$ cat src/rtl/pool_pkg.sv
// Shared definitions for the 2x2 pooling stage.
//   POOL_MAX / POOL_AVG : reduction mode selectors
//   ST_IDLE / ST_ACTIVE : frame-tracking FSM encoding
//   clog2               : counter width helper (never returns less than 1)
package pool_pkg;

  localparam int POOL_MAX = 0;
  localparam int POOL_AVG = 1;

  localparam logic [0:0] ST_IDLE   = 1'b0;
  localparam logic [0:0] ST_ACTIVE = 1'b1;

  // Ceiling log2, clamped to 1 so a counter always has at least one bit.
  function automatic int clog2(input int value);
    int r;
    r = 0;
    while ((1 << r) < value) r++;
    return (r < 1) ? 1 : r;
  endfunction

endpackage

$ cat src/rtl/pool_reduce2.sv
// Registered two-input reducer with a valid-gated load.
//   MODE=POOL_MAX : y <= max(a, b) (unsigned)
//   MODE=POOL_AVG : y <= a + b + BIAS, computed at OUT_W bits
// Ports:
//   clk, rst  : clock, async active-low reset
//   load      : load enable (stage valid); register holds otherwise
//   a, b      : IN_W-bit operands
//   y         : OUT_W-bit registered result
module pool_reduce2
  import pool_pkg::*;
#(
  parameter int IN_W  = 8,
  parameter int OUT_W = 8,
  parameter int MODE  = POOL_MAX,
  parameter int BIAS  = 0
) (
  input  logic             clk,
  input  logic             rst,
  input  logic             load,
  input  logic [IN_W-1:0]  a,
  input  logic [IN_W-1:0]  b,
  output logic [OUT_W-1:0] y
);

  logic [OUT_W-1:0] y_d, y_q;

  always_comb begin
    y_d = y_q;
    if (load) begin
      if (MODE == POOL_AVG) y_d = OUT_W'(a) + OUT_W'(b) + OUT_W'(BIAS);
      else                  y_d = (a >= b) ? OUT_W'(a) : OUT_W'(b);
    end
  end

  always_ff @(posedge clk or negedge rst) begin
    if (!rst) y_q <= '0;
    else      y_q <= y_d;
  end

  assign y = y_q;

endmodule

$ cat src/rtl/max_pool_2x2_stage.sv
// 2x2 window pooling stage with output framing.
// Reduces each incoming 2x2 window to one pixel (max or rounded average)
// through a 2-deep pipeline, and tags the output stream with row-end and
// frame-end pulses for an OUT_W x OUT_H pooled image.
// Ports:
//   clk, rst            : clock, async active-low reset
//   Data_In1..Data_In4  : window pixels TL, TR, BL, BR
//   Valid_In            : one window per asserted cycle, no backpressure
//   Data_Out, Valid_Out : pooled pixel and its strobe (2-cycle latency)
//   Row_Last            : last pooled pixel of an output row
//   Frame_Done          : last pooled pixel of the frame
//   Busy                : frame in progress
//
// state     | meaning
// ST_IDLE   | no frame in progress, waiting for the first window
// ST_ACTIVE | frame in progress, leaves after the Frame_Done cycle
module max_pool_2x2_stage
  import pool_pkg::*;
#(
  parameter int DATA_WIDHT = 8,
  parameter int IMG_WIDHT  = 299,
  parameter int IMG_HEIGHT = 299,
  parameter int POOL_MODE  = POOL_MAX
) (
  input  logic                  clk,
  input  logic                  rst,
  input  logic [DATA_WIDHT-1:0] Data_In1,
  input  logic [DATA_WIDHT-1:0] Data_In2,
  input  logic [DATA_WIDHT-1:0] Data_In3,
  input  logic [DATA_WIDHT-1:0] Data_In4,
  input  logic                  Valid_In,
  output logic [DATA_WIDHT-1:0] Data_Out,
  output logic                  Valid_Out,
  output logic                  Row_Last,
  output logic                  Frame_Done,
  output logic                  Busy
);

  localparam int OUT_W = IMG_WIDHT / 2;
  localparam int OUT_H = IMG_HEIGHT / 2;
  localparam int COL_W = clog2(OUT_W);
  localparam int ROW_W = clog2(OUT_H);

  // Average mode carries the sums at full width; the +2 rounding bias is
  // folded into the stage-2 adder so the >>2 becomes a plain bit slice.
  localparam bit IS_AVG = (POOL_MODE == POOL_AVG);
  localparam int S1_W   = IS_AVG ? DATA_WIDHT + 1 : DATA_WIDHT;
  localparam int S2_W   = IS_AVG ? DATA_WIDHT + 2 : DATA_WIDHT;
  localparam int BIAS2  = IS_AVG ? 2 : 0;

  logic [S1_W-1:0]  r12, r34;
  logic [S2_W-1:0]  r_out;

  logic             vld1_d, vld1_q;
  logic             vld2_d, vld2_q;
  logic [COL_W-1:0] col_d, col_q;
  logic [ROW_W-1:0] row_d, row_q;
  logic             row_last_d, row_last_q;
  logic             frame_done_d, frame_done_q;
  logic [0:0]       state_d, state_q;

  pool_reduce2 #(.IN_W(DATA_WIDHT), .OUT_W(S1_W), .MODE(POOL_MODE), .BIAS(0)) u_s1_top (
    .clk(clk), .rst(rst), .load(Valid_In), .a(Data_In1), .b(Data_In2), .y(r12)
  );

  pool_reduce2 #(.IN_W(DATA_WIDHT), .OUT_W(S1_W), .MODE(POOL_MODE), .BIAS(0)) u_s1_bot (
    .clk(clk), .rst(rst), .load(Valid_In), .a(Data_In3), .b(Data_In4), .y(r34)
  );

  pool_reduce2 #(.IN_W(S1_W), .OUT_W(S2_W), .MODE(POOL_MODE), .BIAS(BIAS2)) u_s2 (
    .clk(clk), .rst(rst), .load(vld1_q), .a(r12), .b(r34), .y(r_out)
  );

  // Flags are computed from the position of the pixel entering stage 2 so
  // they register in the same cycle as Valid_Out.
  always_comb begin
    vld1_d       = Valid_In;
    vld2_d       = vld1_q;
    col_d        = col_q;
    row_d        = row_q;
    row_last_d   = 1'b0;
    frame_done_d = 1'b0;
    if (vld1_q) begin
      if (col_q == COL_W'(OUT_W - 1)) begin
        row_last_d = 1'b1;
        col_d      = '0;
        if (row_q == ROW_W'(OUT_H - 1)) begin
          frame_done_d = 1'b1;
          row_d        = '0;
        end else begin
          row_d = row_q + ROW_W'(1);
        end
      end else begin
        col_d = col_q + COL_W'(1);
      end
    end
  end

  // A window arriving in the Frame_Done cycle starts the next frame; the
  // IDLE->ACTIVE hop collapses into staying ACTIVE so no window is missed.
  always_comb begin
    state_d = state_q;
    case (state_q)
      ST_IDLE:   if (Valid_In) state_d = ST_ACTIVE;
      ST_ACTIVE: if (frame_done_q && !Valid_In) state_d = ST_IDLE;
      default:   state_d = ST_IDLE;
    endcase
  end

  always_ff @(posedge clk or negedge rst) begin
    if (!rst) begin
      vld1_q       <= 1'b0;
      vld2_q       <= 1'b0;
      col_q        <= '0;
      row_q        <= '0;
      row_last_q   <= 1'b0;
      frame_done_q <= 1'b0;
      state_q      <= ST_IDLE;
    end else begin
      vld1_q       <= vld1_d;
      vld2_q       <= vld2_d;
      col_q        <= col_d;
      row_q        <= row_d;
      row_last_q   <= row_last_d;
      frame_done_q <= frame_done_d;
      state_q      <= state_d;
    end
  end

  // In average mode the top DATA_WIDHT bits of the biased sum are (sum+2)>>2.
  assign Data_Out   = r_out[S2_W-1 -: DATA_WIDHT];
  assign Valid_Out  = vld2_q;
  assign Row_Last   = row_last_q;
  assign Frame_Done = frame_done_q;
  assign Busy       = (state_q == ST_ACTIVE);

endmodule

$ cat config.mk
export PLATFORM = sky130hd
export DESIGN_NAME = max_pool_2x2_stage
export DESIGN_NICKNAME = d
export VERILOG_FILES = /design/src/rtl/pool_pkg.sv /design/src/rtl/pool_reduce2.sv /design/src/rtl/max_pool_2x2_stage.sv
export SDC_FILE = /design/constraint.sdc
export NUM_CORES = 1
export LEC_CHECK = 0
export CAP_MARGIN = 20
export CORE_ASPECT_RATIO = 1.4
export CORE_MARGIN = 2
export CORE_UTILIZATION = 57
export DETAILED_ROUTE_END_ITERATION = 10
export PLACE_DENSITY = 0.87
export SETUP_SLACK_MARGIN = 0.3
export SLEW_MARGIN = 20
export SYNTH_ARGS = -nofsm -noshare
export SYNTH_HDL_FRONTEND = slang
export SYNTH_SLANG_ARGS = --single-unit
$ cat constraint.sdc
create_clock -name clk -period 3.5 [get_ports clk]
set_input_delay 0.7 -clock clk [delete_from_list [all_inputs] [get_ports clk]]
set_output_delay 0.7 -clock clk [all_outputs]
set_load 0.02 [all_outputs]
==> results of run 1 <==
-- routing by layer --
| metal | routed length, um | vias to the layer above | global-route usage [%] | part of all wire [%] |
|---|---|---|---|---|
| met5 | 0 | - | 0 | 0 |
| met2 | 3000 | 60 | 44.3 | 54 |
| met4 | 175 | 0 | 11.1 | 3.1 |
| met1 | 2240 | 1102 | 25.8 | 40 |
| li1 | - | 1195 | - | - |
| met3 | 171 | 14 | 3.64 | 3.1 |
-- layout by cell type (no fill, tap or decap), types with 4 or more instances in the layout --
master,n
clkbuf_8,6
a31oi_1,9
nand2b_1,17
o21ai_0,23
dfrtp_1,45
nor2_1,16
and3_1,4
ha_1,28
nand2_1,12
clkdlybuf4s50_1,45
inv_1,35
nand4_1,7
a21oi_1,4
nand3_1,61
-- worst max path at each step --
stage / from / end / slack, ns / depth (start not counted)
floorplan: Data_In1[0] / u_s1_top.y[0] / 1.40 / 7
global placement: Data_In1[0] / u_s1_top.y[0] / 0.80 / 8
detailed placement: Data_In1[0] / u_s1_top.y[0] / 0.77 / 8
CTS: Data_In1[0] / u_s1_top.y[0] / 1.09 / 8
global route: Data_In4[2] / u_s1_bot.y[1] / 0.84 / 8
finish: Data_In4[1] / u_s1_bot.y[7] / 1.09 / 8
-- state kept, by name, indices dropped and copies added (netlist names) --
register and cells:
col_q 8, row_q 8, u_s1_bot.y 8, u_s1_top.y 8, u_s2.y 8, Busy 1
Frame_Done 1, Row_Last 1, Valid_Out 1, vld1_q 1
-- metrics by stage --
stage	hold slack (ns)	cell area, um^2
2_1_floorplan	0.349	2770
3_3_place_gp	0.457	3290
3_5_place_dp	0.470	3290
4_1_cts	0.478	3410
5_1_grt	0.521	3410
6_report	0.473	3410
-- layout make-up --
cell class | instances | area [um^2]
Multi-Input combinational cell | 218 | 1480
Sequential cell | 45 | 1130
Clock buffer | 6 | 82.6
Inverter | 36 | 140
Clock inverter | 2 | 37.5
Timing Repair Buffer | 48 | 470
Tap cell | 64 | 80.1
Fill cell | 368 | 1350
-- kinds of logic after synthesis --
family	after synthesis
adders and majority gates	28
and+or+nand+nor	128
muxes	1
buffers and inverters	44
xor gates and xnor gates	5
AOI/OAI and AO/OA	56
DFF	45
-- critical path, delay by kind of cell --
kind	cells	cell delay (ns)
AO/OA/AOI/OAI	4	1.00
buffers and inverters	2	0.53
adder cells (fa/ha/maj)	1	0.28
AND/OR/NAND/NOR	1	0.13
-- synth_stat cells, types with 3 or more instances --
library cell | count | area [um^2]
ha_1 | 28 | 350
and3_1 | 4 | 25.0
dfrtp_1 | 45 | 1130
a31oi_1 | 9 | 56.3
nand2b_1 | 17 | 106
nor2_1 | 16 | 60.1
a21o_1 | 3 | 22.5
nand4_1 | 7 | 43.8
nand2_1 | 12 | 45.0
o21ai_0 | 23 | 115
nand3_1 | 61 | 305
inv_1 | 35 | 131
clkbuf_1 | 6 | 22.5
xor2_1 | 3 | 26.3
o21a_1 | 3 | 22.5
a21oi_1 | 4 | 20.0
-- where the power goes --
| part | switching [uW] | leakage [uW] | internal, uW |
|---|---|---|---|
| Sequential | 80.2 | 0.000557 | 602 |
| Clock | 179 | 0.0000574 | 232 |
| Combinational | 222 | 0.000959 | 206 |
| Total | 481 | 0.00157 | 1040 |
==> flow_summary.toml, run 1 <==
[sta]
finalHoldViolations = 0
fmax_mhz = 414
max-slew-margin-rel_pct = 37.2
setup_slack_ns = 1.09
tightest_slew_ns = 0.942
slew_violations = 0
rsz0062_at_grt = "false"
fin_crit_sh_pct = 69.0
finalSetupTns_ns = 0
setup_violations = 0
clock_skew_ns = 0.0100
fin_crit_ns = 2.42

[placed_design]
gp_congestion = 0.893
pre_cts_ws_ns = 0.771
placed_cells = 411
io_buffer_count = 46
dp_hpwl_um = 4360

[yosys]
synth_cell_types = 41
synth_top_family_by_area = "simple AND/OR/NAND/NOR gates"
synth_compound_area_share_pct = 13.8
syn_area_um2 = 2770
synth_seq_cells = 45
synthMuxAreaShare_pct = 0.361
synthFlopType = "dfrtp_1"
syn_nets = 370
avgSynthCellArea_um2 = 9.04
seq_area_frac_synth_pct = 40.6
syn-instance-count = 307
synthAdderAreaFrac_pct = 12.6
synth_edf_count = 0
yosys.area_share.simple_pct = 24.8
synth-xor-area-share_pct = 1.58
yosysWarningCount = 0
async_reset_ff_share_pct = 100

[cts]
cts.sinks = 45
postCtsResizedCells = 0
insertion_delay_ns = 0.30
cts_max_level = 2
cts_buffer_depth = 2
clk_pin_slew_ns = 0.09
tritoncts = "yes"
ctsRootBufferMaster = "clkbuf_8"
cts_setup_buffers = 0
hold_buffers = 0
cts_inserted_buffers = 5

[floorplan]
rows = 30
fp.dieArea_um2 = 5450
initial_utilization_pct = 58.2
die_w_um = 63.0
pin_count = 47
core_area_um2 = 4770
die_height_um = 86.5

[drt]
post-route-drc-count = 0
first_pass_iters = 5
vias = 2371
wl_per_cell_um = 13.3
drtIter0Drc = 143
routed_wl_um = 5580
ant_nets = 0
viasPerCell = 5.66

[critical_path]
cp.arrival_ns = 2.63
crit_chain = "clkdlybuf4s50_1 -> inv_1 -> ha_1 -> nor2b_1 -> o211ai_1 -> a31oi_1 -> o21ai_0 -> a31oi_1"
worst_ep_required_time_ns = 3.71
critPathKind = "input port to register"
timing.rr.end = "u_s2.y[3]"
critPathSlowestCell = "clkdlybuf4s50_1"
r2r_cells = 7
crit_path_end_kind = "register"
worstReg2RegStart = "u_s1_top.y[0]"
r2r_setup_slack_ns = 1.56
slowest_delay_ns = 0.48
crit_path_max_fanout = 8
crit_top_cell = "a31oi_1"
critPathLaunchType = "input port"

[flow_run]
maxCapViolations = 0

[status]
status = "finished clean"

[hold_path]
min_to = "row_q[7]"
min-delay-start = "row_q[7]"
min_path_type = "register to register"
whs_path_depth = 1

[global_route]
gr-usage-all-layers_pct = 23.6
gr-total-overflow = 0
grt_max_degree = 46
grt_pass1_wl_um = 10300
grt_antenna_before_repair = 0
grt_pass1_vias = 2390

[pwr]
power_leakage_uw = 0.00157
p_total_uw = 1520
ir_drop_v = 0.000266
powerDensity_nw_per_um2 = 446

[layout]
finalNetCount = 417
synthToLayoutAreaGrowth_pct = 23.0
utilization_pct = 71.6
fin_cells = 419
antenna_cells = 0
layout-drive-gt1-share_pct = 6.48
Power figures use the tool's default switching activity.
==> run 2: changes to the inputs <==
CORE_UTILIZATION = 48   (was 57)
PLACE_DENSITY = 0.78   (was 0.87)
clock period = 2.08 ns   (was 3.5 ns; I/O delays follow)
==> flow_summary.toml, run 2 (synthesis gave the netlist of run 1 again) <==
[layout]
synthToLayoutAreaGrowth_pct = 41.4
antenna_cells = 0
regArea_um2 = 1130
final_cell_mix = "nand3_1, dfrtp_1, inv_1, buf_4, dlygate4sd2_1"
finalNetCount = 443
layout_commonest_cell = "nand3_1"
layout-drive-gt1-share_pct = 26.2
postLayoutCellArea_um2 = 3920
multiInputGateArea_um2 = 1810
fill_cells = 406

[floorplan]
core_area_um2 = 5570
pin_count = 47
initial_utilization_pct = 49.8
die_height_um = 93.9
die_w_um = 68.3
fp.dieArea_um2 = 6410
rows = 32

[sta]
fin_crit_sh_pct = 88.0
clock_skew_ns = 0.00813
tightest_slew_ns = 0.543
finalHoldViolations = 0
max-slew-margin-rel_pct = 63.8
setup_slack_ns = 0.249
fin_crit_ns = 1.83
setup_violations = 0
fmax_mhz = 546
rsz0062_at_grt = "true"
slew_violations = 0

[cts]
hold_buffers = 0
ctsRootBufferMaster = "clkbuf_8"
insertion_delay_ns = 0.30
cts.sinks = 45
cts_inserted_buffers = 5
tritoncts = "yes"
cts_buffer_depth = 2
cts_max_level = 2
clk_pin_slew_ns = 0.08

[drt]
vias = 2530
ant_nets = 0
wl_per_cell_um = 15.1
post-route-drc-count = 0
viasPerCell = 5.63
routed_wl_um = 6790
first_pass_iters = 4
drtIter0Drc = 190

[critical_path]
crit_path_max_fanout = 8
slowest_delay_ns = 0.43
crit_top_cell = "nand3_1"
critPathLaunchType = "register"
crit_chain = "inv_2 -> ha_4 -> nand2b_4 -> a2111oi_4 -> o311a_4 -> nand3_1 -> nand3_1"
critPathKind = "register to register"
critPathSlowestCell = "a2111oi_4"
crit_path_end_kind = "register"
r2r_cells = 7
cp.arrival_ns = 2.06
worst_ep_required_time_ns = 2.31

[global_route]
gr-total-overflow = 0
gr-usage-all-layers_pct = 23.4
grt_pass1_wl_um = 11600
grt_antenna_before_repair = 0
grt_max_degree = 46
grt_pass1_vias = 2611

[placed_design]
dp_hpwl_um = 4590
io_buffer_count = 46
gp_congestion = 0.783
place_area_um2 = 3480
pre_cts_ws_ns = -0.392

[status]
status = "finished clean"

[pwr]
ir_drop_v = 0.000379
power_leakage_uw = 0.00185
powerDensity_nw_per_um2 = 681

[flow_run]
maxCapViolations = 0

[hold_path]
min_path_type = "input port to async pin"
==> run 2: worst max-delay path, delay by kind of cell (launching register included) <==
kind	cells	cell delay, ns
AOI/OAI and AO/OA	2	0.72
adders and majority gates	1	0.20
buffers and inverters	1	0.10
DFF	1	0.41
and+or+nand+nor	3	0.33
==> run 2: what timing repair did <==
action	in CTS	in global routing
setup endpoints to repair	24	24
gates resized for setup	73	32
pin swaps	26	29
buffers inserted	3	1
==> run 2: worst paths after layout <==
check                         startpoint            end  slack (ns)
min                                  rst  u_s1_top.y[0]        0.19
min in group clk             Data_In1[0]  u_s1_top.y[0]        0.43
max                        u_s1_top.y[0]      u_s2.y[7]        0.25
max in group asynchronous            rst         vld1_q        1.52
max reg2reg                u_s1_top.y[0]      u_s2.y[7]        0.25
min reg2reg                     row_q[7]       row_q[7]        0.49
==> run 2: report_power, final <==
part | switching (uW) | total [uW] | internal [uW]
Combinational | 480 | 934 | 454
Clock | 287 | 587 | 300
Sequential | 135 | 1150 | 1010
==> run 2: per-layer routing <==
layer	up-vias	part of all wire, %	GRT usage (%)
li1	1239	-	-
met1	1222	40	28.5
met2	55	55	41.9
met3	14	3.0	2.64
met4	0	1.9	7.50
met5	-	0	0
==> run 2: stage by stage <==
| step | instances | setup TNS [ns] | total power [uW] | util, % | hold WS (ns) |
|---|---|---|---|---|---|
| 6_report | 449 | 0 | 2670 | 70.5 | 0.194 |
| 5_1_grt | 449 | 0 | 2840 | 70.5 | 0.245 |
| 4_1_cts | 448 | 0 | 2630 | 68.5 | 0.212 |
| 3_5_place_dp | 437 | -4.80 | 1930 | 62.5 | 0.473 |
| 3_3_place_gp | 437 | -3.68 | 1900 | 62.5 | 0.469 |
| 2_1_floorplan | 307 | 0 | 1590 | - | 0.120 |
==> run 2: cell type report <==
type                    count  area share [%]
clock buffers               7            2.46
clock inverters             1           0.128
inverters                  36            3.57
multi-input cells         218            46.2
flip-flops and latches     45            28.7
well taps                  68            2.17
repair buffers             74            16.7
==> run 3: changes to the inputs <==
CTS_CLUSTER_SIZE = 25   (was default)
==> results of run 3 <==
Final layout, timing and power as in run 2 (identical DEF).
